`src/rtl/axis_frame_fifo_pkg.sv`:
```
// Shared types and helpers for the parametrised AXI-Stream frame FIFO.
// Width helpers are functions because the widths depend on per-instance parameters.
package axis_frame_fifo_pkg;

   localparam int unsigned MAX_USER_WIDTH = 32;

   typedef logic [MAX_USER_WIDTH-1:0] user_word_t;

   typedef enum logic {
      WR_STORE = 1'b0,
      WR_DROP  = 1'b1
   } wr_state_t;

   // Pointer width: one extra wrap bit distinguishes full from empty.
   function automatic int unsigned ptr_width(input int unsigned addr_width);
      return addr_width + 1;
   endfunction

   // Packed RAM beat layout: {tlast, tuser, tdata}.
   function automatic int unsigned beat_width(input int unsigned data_width,
                                              input int unsigned user_width);
      return data_width + user_width + 1;
   endfunction

   function automatic logic is_bad_frame(input user_word_t user,
                                         input user_word_t value,
                                         input user_word_t mask);
      return (user & mask) == (value & mask);
   endfunction

endpackage

```
`src/rtl/axis_frame_fifo_ram.sv`:
```
// Simple dual-port RAM: one write port, one registered read port.
// The read register doubles as the FIFO output register, so it is reset.
module axis_frame_fifo_ram #(
   parameter int unsigned ADDR_WIDTH = 2,
   parameter int unsigned WIDTH      = 10
) (
   input  logic                  clk,
   input  logic                  rst_n,
   input  logic                  wr_en,
   input  logic [ADDR_WIDTH-1:0] wr_addr,
   input  logic [WIDTH-1:0]      wr_data,
   input  logic                  rd_en,
   input  logic [ADDR_WIDTH-1:0] rd_addr,
   output logic [WIDTH-1:0]      rd_data
);

   localparam int unsigned DEPTH = 1 << ADDR_WIDTH;

   logic [WIDTH-1:0] mem [DEPTH];

   always_ff @(posedge clk) begin
      if (wr_en) begin
         mem[wr_addr] <= wr_data;
      end
   end

   always_ff @(posedge clk) begin
      if (!rst_n) begin
         rd_data <= '0;
      end else if (rd_en) begin
         rd_data <= mem[rd_addr];
      end
   end

endmodule

```
`src/rtl/axis_frame_fifo_param.sv`:
```
// Store-and-forward AXI-Stream frame FIFO; only committed frames reach the output.
// Optional frame_count output is enabled by defining AXIS_FRAME_FIFO_FRAME_CNT_EN.
module axis_frame_fifo_param
   import axis_frame_fifo_pkg::*;
#(
   parameter int unsigned           ADDR_WIDTH           = 2,
   parameter int unsigned           DATA_WIDTH           = 8,
   parameter int unsigned           USER_WIDTH           = 1,
   parameter bit                    DROP_WHEN_FULL       = 1'b1,
   parameter bit                    DROP_BAD_FRAME       = 1'b0,
   parameter logic [USER_WIDTH-1:0] USER_BAD_FRAME_VALUE = USER_WIDTH'(1),
   parameter logic [USER_WIDTH-1:0] USER_BAD_FRAME_MASK  = USER_WIDTH'(1)
) (
   input  logic                  clk,
   input  logic                  rst_n,
   input  logic [DATA_WIDTH-1:0] input_axis_tdata,
   input  logic                  input_axis_tvalid,
   output logic                  input_axis_tready,
   input  logic                  input_axis_tlast,
   input  logic [USER_WIDTH-1:0] input_axis_tuser,
   output logic [DATA_WIDTH-1:0] output_axis_tdata,
   output logic                  output_axis_tvalid,
   input  logic                  output_axis_tready,
   output logic                  output_axis_tlast,
   output logic [USER_WIDTH-1:0] output_axis_tuser,
   output logic                  drop_frame,
   output logic                  overflow,
   output logic                  bad_frame,
   output logic                  good_frame,
   output logic [ADDR_WIDTH:0]   occupancy
`ifdef AXIS_FRAME_FIFO_FRAME_CNT_EN
   ,
   output logic [ADDR_WIDTH:0]   frame_count
`endif
);

   localparam int unsigned PW = ptr_width(ADDR_WIDTH);
   localparam int unsigned BW = beat_width(DATA_WIDTH, USER_WIDTH);

   typedef logic [PW-1:0] ptr_t;

   ptr_t      wr_ptr, wr_ptr_cur, rd_ptr;
   wr_state_t wr_state;
   logic      full_cur, empty, wr_accept, ram_wr_en, rd_load, last_is_bad;
   logic [BW-1:0] rd_beat;

   assign full_cur = (wr_ptr_cur[ADDR_WIDTH] != rd_ptr[ADDR_WIDTH]) &&
                     (wr_ptr_cur[ADDR_WIDTH-1:0] == rd_ptr[ADDR_WIDTH-1:0]);
   assign empty    = (wr_ptr == rd_ptr);

   // Frames longer than the FIFO deadlock when DROP_WHEN_FULL is 0.
   assign input_axis_tready = rst_n && (DROP_WHEN_FULL ? 1'b1 : !full_cur);
   assign wr_accept         = input_axis_tvalid && input_axis_tready;
   assign ram_wr_en         = wr_accept && (wr_state == WR_STORE) &&
                              !(full_cur && DROP_WHEN_FULL);
   assign last_is_bad       = DROP_BAD_FRAME &&
                              is_bad_frame(user_word_t'(input_axis_tuser),
                                           user_word_t'(USER_BAD_FRAME_VALUE),
                                           user_word_t'(USER_BAD_FRAME_MASK));
   assign drop_frame        = (wr_state == WR_DROP);

   always_ff @(posedge clk) begin
      if (!rst_n) begin
         wr_ptr     <= '0;
         wr_ptr_cur <= '0;
         wr_state   <= WR_STORE;
         overflow   <= 1'b0;
         bad_frame  <= 1'b0;
         good_frame <= 1'b0;
      end else begin
         overflow   <= 1'b0;
         bad_frame  <= 1'b0;
         good_frame <= 1'b0;
         if (wr_accept) begin
            if (wr_state == WR_DROP) begin
               if (input_axis_tlast) begin
                  wr_state <= WR_STORE;
                  overflow <= 1'b1;
               end
            end else if (full_cur && DROP_WHEN_FULL) begin
               wr_ptr_cur <= wr_ptr;
               if (input_axis_tlast) begin
                  overflow <= 1'b1;
               end else begin
                  wr_state <= WR_DROP;
               end
            end else if (input_axis_tlast) begin
               if (last_is_bad) begin
                  wr_ptr_cur <= wr_ptr;
                  bad_frame  <= 1'b1;
               end else begin
                  wr_ptr     <= wr_ptr_cur + 1'b1;
                  wr_ptr_cur <= wr_ptr_cur + 1'b1;
                  good_frame <= 1'b1;
               end
            end else begin
               wr_ptr_cur <= wr_ptr_cur + 1'b1;
            end
         end
      end
   end

   assign rd_load = !empty && (!output_axis_tvalid || output_axis_tready);

   always_ff @(posedge clk) begin
      if (!rst_n) begin
         rd_ptr             <= '0;
         output_axis_tvalid <= 1'b0;
      end else if (rd_load) begin
         rd_ptr             <= rd_ptr + 1'b1;
         output_axis_tvalid <= 1'b1;
      end else if (output_axis_tready) begin
         output_axis_tvalid <= 1'b0;
      end
   end

   axis_frame_fifo_ram #(
      .ADDR_WIDTH(ADDR_WIDTH),
      .WIDTH     (BW)
   ) u_ram (
      .clk    (clk),
      .rst_n  (rst_n),
      .wr_en  (ram_wr_en),
      .wr_addr(wr_ptr_cur[ADDR_WIDTH-1:0]),
      .wr_data({input_axis_tlast, input_axis_tuser, input_axis_tdata}),
      .rd_en  (rd_load),
      .rd_addr(rd_ptr[ADDR_WIDTH-1:0]),
      .rd_data(rd_beat)
   );

   assign {output_axis_tlast, output_axis_tuser, output_axis_tdata} = rd_beat;
   assign occupancy = wr_ptr - rd_ptr;

`ifdef AXIS_FRAME_FIFO_FRAME_CNT_EN
   logic out_last_hs;
   assign out_last_hs = output_axis_tvalid && output_axis_tready && output_axis_tlast;

   always_ff @(posedge clk) begin
      if (!rst_n) begin
         frame_count <= '0;
      end else begin
         case ({good_frame, out_last_hs})
            2'b10:   frame_count <= frame_count + 1'b1;
            2'b01:   frame_count <= frame_count - 1'b1;
            default: frame_count <= frame_count;
         endcase
      end
   end
`endif

endmodule
```
`config.mk`:
```
export PLATFORM = sky130hd
export DESIGN_NAME = axis_frame_fifo_param
export DESIGN_NICKNAME = d
export VERILOG_FILES = /design/src/rtl/axis_frame_fifo_pkg.sv /design/src/rtl/axis_frame_fifo_ram.sv /design/src/rtl/axis_frame_fifo_param.sv
export SDC_FILE = /design/constraint.sdc
export NUM_CORES = 1
export LEC_CHECK = 0
export ABC_AREA = 1
export CAP_MARGIN = 20
export CORE_AREA = 5 5 107 69
export DETAILED_ROUTE_END_ITERATION = 8
export DIE_AREA = 0 0 112 74
export PLACE_DENSITY = 0.77
export SETUP_SLACK_MARGIN = 0.1
export SYNTH_ARGS = -nofsm -noshare
export SYNTH_HDL_FRONTEND = slang
export SYNTH_SLANG_ARGS = --single-unit
```
`constraint.sdc`:
```
create_clock -name clk -period 2.1 [get_ports clk]
set_input_delay 0.42 -clock clk [delete_from_list [all_inputs] [get_ports clk]]
set_output_delay 0.42 -clock clk [all_outputs]
set_load 0.02 [all_outputs]
```
==> impl_metrics.toml, run 1 <==
[synthesis]
synthesis.area_um2 = 2721
synth_xor_area_frac = 0.01885
synth_top_family_by_area = "simple AND/OR/NAND/NOR gates"
synthCells = 279
synth_seq_area_share = 0.6106
synthAdderAreaFrac = 0.03954
synthesis.nets = 301
yosys.area_share.simple = 0.1766
synth-compound-area-share = 0.07356
syn_area_per_cell_um2 = 9.754
synth_top_flop_cell = "edfxtp_1"
ys_warn_count = 0
ys_types = 26
synthArstFlopShare = 0
synth_edf_count = 40
netlist_top_cells_count = "49 x nand2_1, 43 x nor2_1, 40 x edfxtp_1"
synth.most_common_cell = "nand2_1"
synth_area_leaders = "edfxtp_1 44%, dfxtp_1 17%, nand2_1 6.8%, nor2_1 5.9%, inv_1 5.1%"
synth_mux_area_frac = 0
synth_seq_cells = 63
yosysTopAreaCell = "edfxtp_1"
synth_top_area_share = 0.4414

[worst_setup_path]
critical_path_required_ns = 1.68
worst_r2r_path_depth = 8
worst_setup_path_start_kind = "flop"
reg2reg_to = "u_ram.mem[2][8]"
crit_fanout = 2
cp-end-kind = "output port"
path_class = "flop to output port"
cp.arrival_ns = 1.55
r2r-start = "rd_ptr[1]"
ff2ff_setup_slack_ns = 0.34

[power]
clockPowerShare = 0.214
leakagePower_uw = 0.001361
p_seq_frac = 0.382
pwr-share-comb = 0.404
p_int_uw = 2569
power_density_nw_per_um2 = 1212
vdd_drop_max_uv = 478.9
switchingPower_uw = 1484
switching_share = 0.3661

[clock_tree]
clk_pin_slew_ns = 0.06
clk_latency_ns = 0.33
cts_root_buf = "clkbuf_8"
h-tree-depth = 3
clock_path_buffers = 2
cts_buffers = 9
clkSinkCount = 63
cts_tree = "built"

[global_route]
grt-ovfl-total = 0
grtUsageTotal = 0.1369
antenna_found_initial = 0
first_global_vias = 1752
grt_pass1_wl_um = 8694
grt_max_degree = 25

[final_layout]
final_util = 0.5259
seq_area_um2 = 1663
multi_input_area_um2 = 865.8
fill_cells = 558
diodes = 0
drive_above_1_share = 0.1354
nNetsFinal = 342
area_growth_pct = 22.90

[die]
start_util = 0.4279
fp.dieH_um = 74
core_um2 = 6360
die_area_um2 = 8288
die_w_um = 112
ios = 33
core.rowCount = 23

[sta]
timing.fmax_ghz = 0.5074
grt_setup_unrepaired = "true"
final-hold-violation-count = 0
finalCriticalPeriod_ns = 1.971
slew_viol_final = 0
hold_ws_ns = 0.5085
period_share = 0.9385
finalSetupViolCount = 0
clock_skew_ns = 0.006552

[drt]
postRouteAntennaNets = 0
drc = 0
vias_per_cell = 4.536
wl_per_cell_um = 12.54
drt-initial-drc-count = 157
drt_pass1_iterations = 4
vias = 1869
wl_um = 5167

[hold_path]
whs_path_depth = 4
hold_end = "u_ram.rd_data[0]"
worstHoldStart = "u_ram.rd_data[0]"
hp-class = "flop to flop"

[placed_design]
io_buffers = 31
gp_congestion = 0.8548
dp_hpwl_um = 3516

[outcome]
status = "finished clean"

[job]
max_cap_viol_count = 0
==> worst max-delay path by stage <==
stage / startpoint / to / cells after the start
after global routing: wr_ptr[0] / occupancy[2] / 5
final: wr_ptr[0] / occupancy[2] / 5
after CTS: wr_ptr[0] / occupancy[2] / 5
after global placement: wr_ptr[0] / occupancy[2] / 5
after detailed placement: wr_ptr[0] / occupancy[2] / 5
after floorplan: rd_ptr[1] / u_ram.mem[0][0] / 7
==> state kept, by name, indices dropped and copies added (netlist names) <==
name and cells:
drop_frame 1, good_frame 1, output_axis_tvalid 1, overflow 1, rd_ptr 3, u_ram.mem 40
u_ram.rd_data 10, wr_ptr 3, wr_ptr_cur 3
==> through the flow <==
| stage | total power (uW) | cell area (um2) | setup WS [ns] | TNS [ns] | cells |
|---|---|---|---|---|---|
| global route | 4351 | 3344 | 0.04845 | 0 | 412 |
| floorplan | 2685 | 2721 | 0.3114 | 0 | 279 |
| detailed placement | 3156 | 3142 | -0.04440 | -0.04440 | 394 |
| CTS | 3995 | 3293 | 0.02105 | 0 | 410 |
| global placement | 3129 | 3142 | -0.02289 | -0.02289 | 394 |
| finish | 4053 | 3344 | 0.1292 | 0 | 412 |
==> layer usage <==
layer  part of all wire  up-vias  global-route usage
met5                  0        -                   0
met4             0.0089        0             0.06800
met3              0.084        2             0.04634
met2               0.42       57              0.1912
met1               0.48      824              0.1917
li1                   -      986                   -
==> area by class of cell <==
cell class                 instances  share of cell area
multi-input combinational        165              0.2589
tap                               87             0.03255
inverter                          38             0.04377
sequential                        63              0.4972
clock inverter                     2            0.002993
clock buffer                      14             0.04564
timing repair buffer              43              0.1190
==> timing repair <==
item,CTS,global route
hold buffers,0,0
cloned,0,0
setup endpoints to repair,3,22
buffers inserted,0,2
pin swaps,0,3
gates resized for setup,10,11
==> layout by cell type (no fill, tap or decap), types with 7 or more instances in the layout <==
| cell | netlist | layout |
|---|---|---|
| nand3_1 | 9 | 9 |
| dfxtp_1 | 23 | 22 |
| inv_1 | 37 | 34 |
| nand2_1 | 49 | 49 |
| edfxtp_1 | 40 | 40 |
| o22ai_1 | 10 | 10 |
| nor2_1 | 43 | 43 |
| nor2_2 | 7 | 7 |
| o21ai_0 | 18 | 18 |
| clkbuf_8 | 0 | 10 |
| clkdlybuf4s50_1 | 0 | 28 |
| buf_4 | 2 | 13 |
==> worst max-delay path: stages (launching register included) <==
cell,delay [ns]
dfxtp_2,0.32
inv_2,0.04
ha_4,0.15
fa_2,0.37
xnor2_2,0.17
buf_4,0.17
==> power by group through the flow <==
stage	sequential (uW)	clock [uW]	combinational, uW
4_1_cts	1540	901	1550
5_1_grt	1560	956	1830
6_report	1550	868	1640
3_5_place_dp	1570	0	1590
2_1_floorplan	1670	0	1010
3_3_place_gp	1560	0	1570
==> cell families (layout without fill, tap and decap cells) <==
family,after synthesis,in the layout
xor+xnor,5,5
buf+inv,51,97
other cells,1,1
flops,63,63
fa+ha+maj,8,8
compound gates,37,37
simple gates,114,114
Note: power is estimated with default switching activity, not from simulation.
==> inputs of run 2 (changes only) <==
--- a/config.mk
+++ b/config.mk
@@ -11,7 +11,9 @@
 export DETAILED_ROUTE_END_ITERATION = 8
 export DIE_AREA = 0 0 112 74
 export PLACE_DENSITY = 0.77
+export REMOVE_ABC_BUFFERS = 1
 export SETUP_SLACK_MARGIN = 0.1
+export SLEW_MARGIN = 25
 export SYNTH_ARGS = -nofsm -noshare
 export SYNTH_HDL_FRONTEND = slang
 export SYNTH_SLANG_ARGS = --single-unit
==> run 2 against run 1 <==
  * Clock power increased by 27%
  * Combinational power about the same
  * Global-route usage increased by 1.3 points
  * Fmax increased by 1.3%
  * Setup slack improved by 0.025 ns
  * Critical path type unchanged
  * Critical endpoint is now occupancy[1]
  * Largest cell class unchanged
==> impl_metrics.toml, run 2 (same netlist as run 1, synthesis figures left out) <==
[drt]
drc = 0
drt_pass1_iterations = 4
wl_um = 5643
wl_met2_um = 2556
vias_per_cell = 4.635
wl_met3_um = 374
vias = 1928
m1WireLength_um = 2586
maxUsedRoutingLayer = "met4"
wl_per_cell_um = 13.56
postRouteAntennaNets = 0
drt-initial-drc-count = 135

[die]
fp.dieH_um = 74
die_w_um = 112
ios = 33
die_area_um2 = 8288
start_util = 0.4279
core_um2 = 6360
core.rowCount = 23

[final_layout]
regMostFlops = "u_ram.mem"
area_growth_pct = 25.10
nNetsFinal = 346
final_common_cell = "nand2_1"
largest_register_ffs = 40
fill_cells = 551
layout_common_cells = "49 x nand2_1, 43 x nor2_1, 40 x edfxtp_1"
top_regs = "u_ram.mem (40), u_ram.rd_data (10)"
diodes = 0
drive_above_1_share = 0.1368

[clock_tree]
cts_tree = "built"
h-tree-depth = 3
cts_buffers = 9
cts_root_buf = "clkbuf_8"
clock_path_buffers = 2
clk_latency_ns = 0.34
clkSinkCount = 63
clk_pin_slew_ns = 0.06
ctsHoldBuffers = 0

[worst_setup_path]
worst_r2r_path_depth = 8
path_class = "flop to output port"
crit_fanout = 2
cp.arrival_ns = 1.53
cp-end-kind = "output port"
worst_setup_path_start_kind = "flop"
r2r-start = "rd_ptr[1]"
critical_path_required_ns = 1.68
timing.critical_path.from = "wr_ptr[0]"

[sta]
finalSetupViolCount = 0
final-hold-violation-count = 0
period_share = 0.9264
slew_viol_final = 0
grt_setup_unrepaired = "false"
clock_skew_ns = 0.005332
finalWorstSetupSlack_ns = 0.1545
finalCriticalPeriod_ns = 1.946
timing.fmax_ghz = 0.5140

[global_route]
grtUsageTotal = 0.1497
grt_pass1_wl_um = 9308
first_global_vias = 1903
grt_max_degree = 25
grt-ovfl-total = 0
antenna_found_initial = 0

[job]
max_cap_viol_count = 0

[hold_path]
worstHoldStart = "u_ram.rd_data[5]"
hp-class = "flop to flop"
whs_path_depth = 4

[power]
vdd_drop_max_uv = 417.4
leakagePower_uw = 0.001396
power_uw = 4264
power_density_nw_per_um2 = 1253

[outcome]
status = "finished clean"

[placed_design]
gp_congestion = 0.8513
place_ws_ns = -0.008983
dp_hpwl_um = 3875
io_buffers = 31
run 2: where the power goes:
group	switching, uW	total, uW	internal, uW
logic	996	1620	619
clock network	443	1100	659
registers	77.6	1550	1470
total	1520	4260	2750
run 2: critical path, stage by stage, from the launching register on:
cell     delay (ns)
dfxtp_2        0.32
inv_2          0.05
ha_4           0.15
fa_2           0.51
inv_1          0.04
buf_6          0.12
run 2: area by class of cell:
| class | instances | area [um2] | area share |
|---|---|---|---|
| Sequential cell | 63 | 1663 | 0.4884 |
| Tap cell | 87 | 108.9 | 0.03197 |
| Timing Repair Buffer | 47 | 427.9 | 0.1257 |
| Inverter | 38 | 142.6 | 0.04190 |
| Clock inverter | 5 | 72.57 | 0.02132 |
| Clock buffer | 11 | 131.4 | 0.03859 |
| Multi-Input combinational cell | 165 | 858.3 | 0.2521 |
run 2: metal layers:
layer,GRT usage,vias up
met5,0,-
li1,-,992
met2,0.2371,49
met1,0.1913,875
met3,0.04715,12
met4,0.07200,0
run 2: path summary, 6_finish.rpt:
kind,endpoint,slack (ns)
worst max-delay path,occupancy[1],0.15
worst min-delay path,u_ram.rd_data[5],0.51
worst max register to register,u_ram.mem[0][7],0.34
worst min register to register,u_ram.rd_data[5],0.51
run 2: stage by stage:
step                std cells  hold WS [ns]  utilization    TNS, ns  instance area, um2
global placement          400        0.5000       0.5011          0                3187
detailed placement        400        0.4999       0.5011  -0.008983                3187
finish                    416        0.5118       0.5353          0                3405
floorplan                 266        0.4929            -          0                2648
global route              416        0.5548       0.5353          0                3405
CTS                       416        0.5123       0.5314          0                3379
run 2: timing repair:
| item | in CTS | in global routing |
|---|---|---|
| setup endpoints to repair | 3 | 2 |
| gates resized for setup | 10 | 8 |
| buffers inserted | 0 | 0 |
| pin swaps | 0 | 1 |
==> inputs of run 3 (changes only) <==
--- a/config.mk
+++ b/config.mk
@@ -7,10 +7,12 @@
 export LEC_CHECK = 0
 export ABC_AREA = 1
 export CAP_MARGIN = 20
-export CORE_AREA = 5 5 107 69
+export CELL_PAD_IN_SITES_DETAIL_PLACEMENT = 0
+export CELL_PAD_IN_SITES_GLOBAL_PLACEMENT = 1
+export CORE_AREA = 5 5 110 71
 export DETAILED_ROUTE_END_ITERATION = 8
-export DIE_AREA = 0 0 112 74
-export PLACE_DENSITY = 0.77
+export DIE_AREA = 0 0 115 76
+export PLACE_DENSITY = 0.88
 export REMOVE_ABC_BUFFERS = 1
 export SETUP_SLACK_MARGIN = 0.1
 export SLEW_MARGIN = 25
==> run 3 against run 2 <==
  * Register-to-register slack got worse by 0.06 ns
  * Clock power decreased by 12%
  * Clock-buffer cell count decreased by 1
  * Highest routed layer unchanged
  * Power decreased by 3.0%
  * Fmax about the same
==> impl_metrics.toml, run 3 (same netlist as run 1, synthesis figures left out) <==
[outcome]
status = "finished clean"

[placed_design]
gp_congestion = 0.8395
place_area_um2 = 3184
place_ws_ns = -0.01632
io_buffers = 31
dp_hpwl_um = 3901

[power]
switchingPower_uw = 1517
p_seq_frac = 0.374
clockPowerShare = 0.234
leakagePower_uw = 0.001382
vdd_drop_max_uv = 409.3
switching_share = 0.3669
pwr-share-comb = 0.392
power_density_nw_per_um2 = 1226
p_int_uw = 2618

[die]
start_util = 0.3975
core.rowCount = 24
core_um2 = 6847
fp.dieH_um = 76
die_w_um = 115
ios = 33
die_area_um2 = 8740

[worst_setup_path]
crit_slowest_cell = "fa_2"
worst_setup_path_start_kind = "flop"
critical_path_required_ns = 1.68
r2r-start = "rd_ptr[1]"
timing.critical_path.from = "wr_ptr[0]"
path_cells = "inv_2, ha_2, fa_2, inv_1, buf_6"
cp.arrival_ns = 1.53
path_class = "flop to output port"
critPathMaxStageDelay_ns = 0.51
cp-end-kind = "output port"
crit_fanout = 2

[sta]
fin_setup_tns_ns = 0
finalWorstSetupSlack_ns = 0.1531
finalCriticalPeriod_ns = 1.947
clock_skew_ns = 0.006118
grt_setup_unrepaired = "false"
timing.fmax_ghz = 0.5136
hold_ws_ns = 0.5142
slew_viol_final = 0
finalSetupViolCount = 0
final-hold-violation-count = 0
period_share = 0.9271

[final_layout]
nNetsFinal = 345
area_growth_pct = 23.91
top_regs = "u_ram.mem (40), u_ram.rd_data (10)"
largest_register_ffs = 40
layout_common_cells = "49 x nand2_1, 43 x nor2_1, 40 x edfxtp_1"
final_common_cell = "nand2_1"
final_area_um2 = 3372
regMostFlops = "u_ram.mem"
drive_above_1_share = 0.1372
fill_cells = 654
diodes = 0

[clock_tree]
cts_buffers = 9
clkSinkCount = 63
cts_root_buf = "clkbuf_8"
clk_latency_ns = 0.34
h-tree-depth = 3
cts_setup_buffers = 0
cts_tree = "built"
clk_pin_slew_ns = 0.07
ctsHoldBuffers = 0
clock_path_buffers = 2

[drt]
drt_pass1_iterations = 4
drt-initial-drc-count = 143
vias = 1923
wl_um = 5603
vias_per_cell = 4.589
drc = 0
wl_per_cell_um = 13.37
postRouteAntennaNets = 0

[job]
max_cap_viol_count = 0

[global_route]
use_met2 = 0.1946
busiest_layer = "met1"
first_global_vias = 1882
grt-ovfl-total = 0
grt_max_degree = 25
grt_use_met1 = 0.1949
met3_usage = 0.04603
grtUsageTotal = 0.1368
antenna_found_initial = 0
grt_pass1_wl_um = 9266

[hold_path]
worstHoldStart = "u_ram.rd_data[0]"
hp-class = "flop to flop"
-- run 3: cell types whose count changed in the layout (fill, tap and decap cells not counted), sizes merged --
cell / previous run / this run
buf: 18 / 17
clkinv: 3 / 5
clkbuf: 11 / 10
bufinv: 2 / 1
-- run 3: worst max-delay path: cells and delay by family (launching register included) --
family / cells / cell delay, ns
buffers and inverters: 3 / 0.19
DFF: 1 / 0.32
adders and majority gates: 2 / 0.68
-- run 3: path summary, 6_finish.rpt --
kind,to,slack [ns],depth (start not counted)
worst max register to register,u_ram.mem[1][5],0.28,9
worst min register to register,u_ram.rd_data[0],0.51,4
worst max-delay path,occupancy[1],0.15,5
worst min-delay path,u_ram.rd_data[0],0.51,4
-- run 3: repair_timing --
item | in CTS | in global routing
cloned | 0 | 0
resized for setup | 10 | 8
setup endpoints to repair | 3 | 5
pin swaps | 0 | 2
-- run 3: cell type report --
type	instances	area, um2	area share
Clock buffer	10	127.6	0.03785
Clock inverter	6	52.55	0.01558
Multi-Input combinational cell	165	848.3	0.2516
Timing Repair Buffer	46	424.2	0.1258
Sequential cell	63	1663	0.4931
Tap cell	91	113.9	0.03377
Inverter	38	142.6	0.04230
-- run 3: metrics by stage --
stage	std cells	power [uW]	utilization
finish	419	4135	0.4925
global route	419	4422	0.4925
CTS	419	4126	0.4898
detailed placement	403	3198	0.4651
global placement	403	3155	0.4651
floorplan	266	2573	-
-- run 3: power groups by stage --
stage	Combinational, uW	Clock (uW)	Sequential, uW
6_report	1620	970	1550
5_1_grt	1800	1050	1560
4_1_cts	1600	987	1540
3_5_place_dp	1630	0	1570
3_3_place_gp	1590	0	1560
2_1_floorplan	863	0	1710
-- run 3: routing by layer --
| metal | up-vias | share of wire |
|---|---|---|
| met5 | - | 0 |
| met4 | 0 | 0.013 |
| met3 | 8 | 0.066 |
| met2 | 46 | 0.43 |
| met1 | 878 | 0.50 |
| li1 | 991 | - |
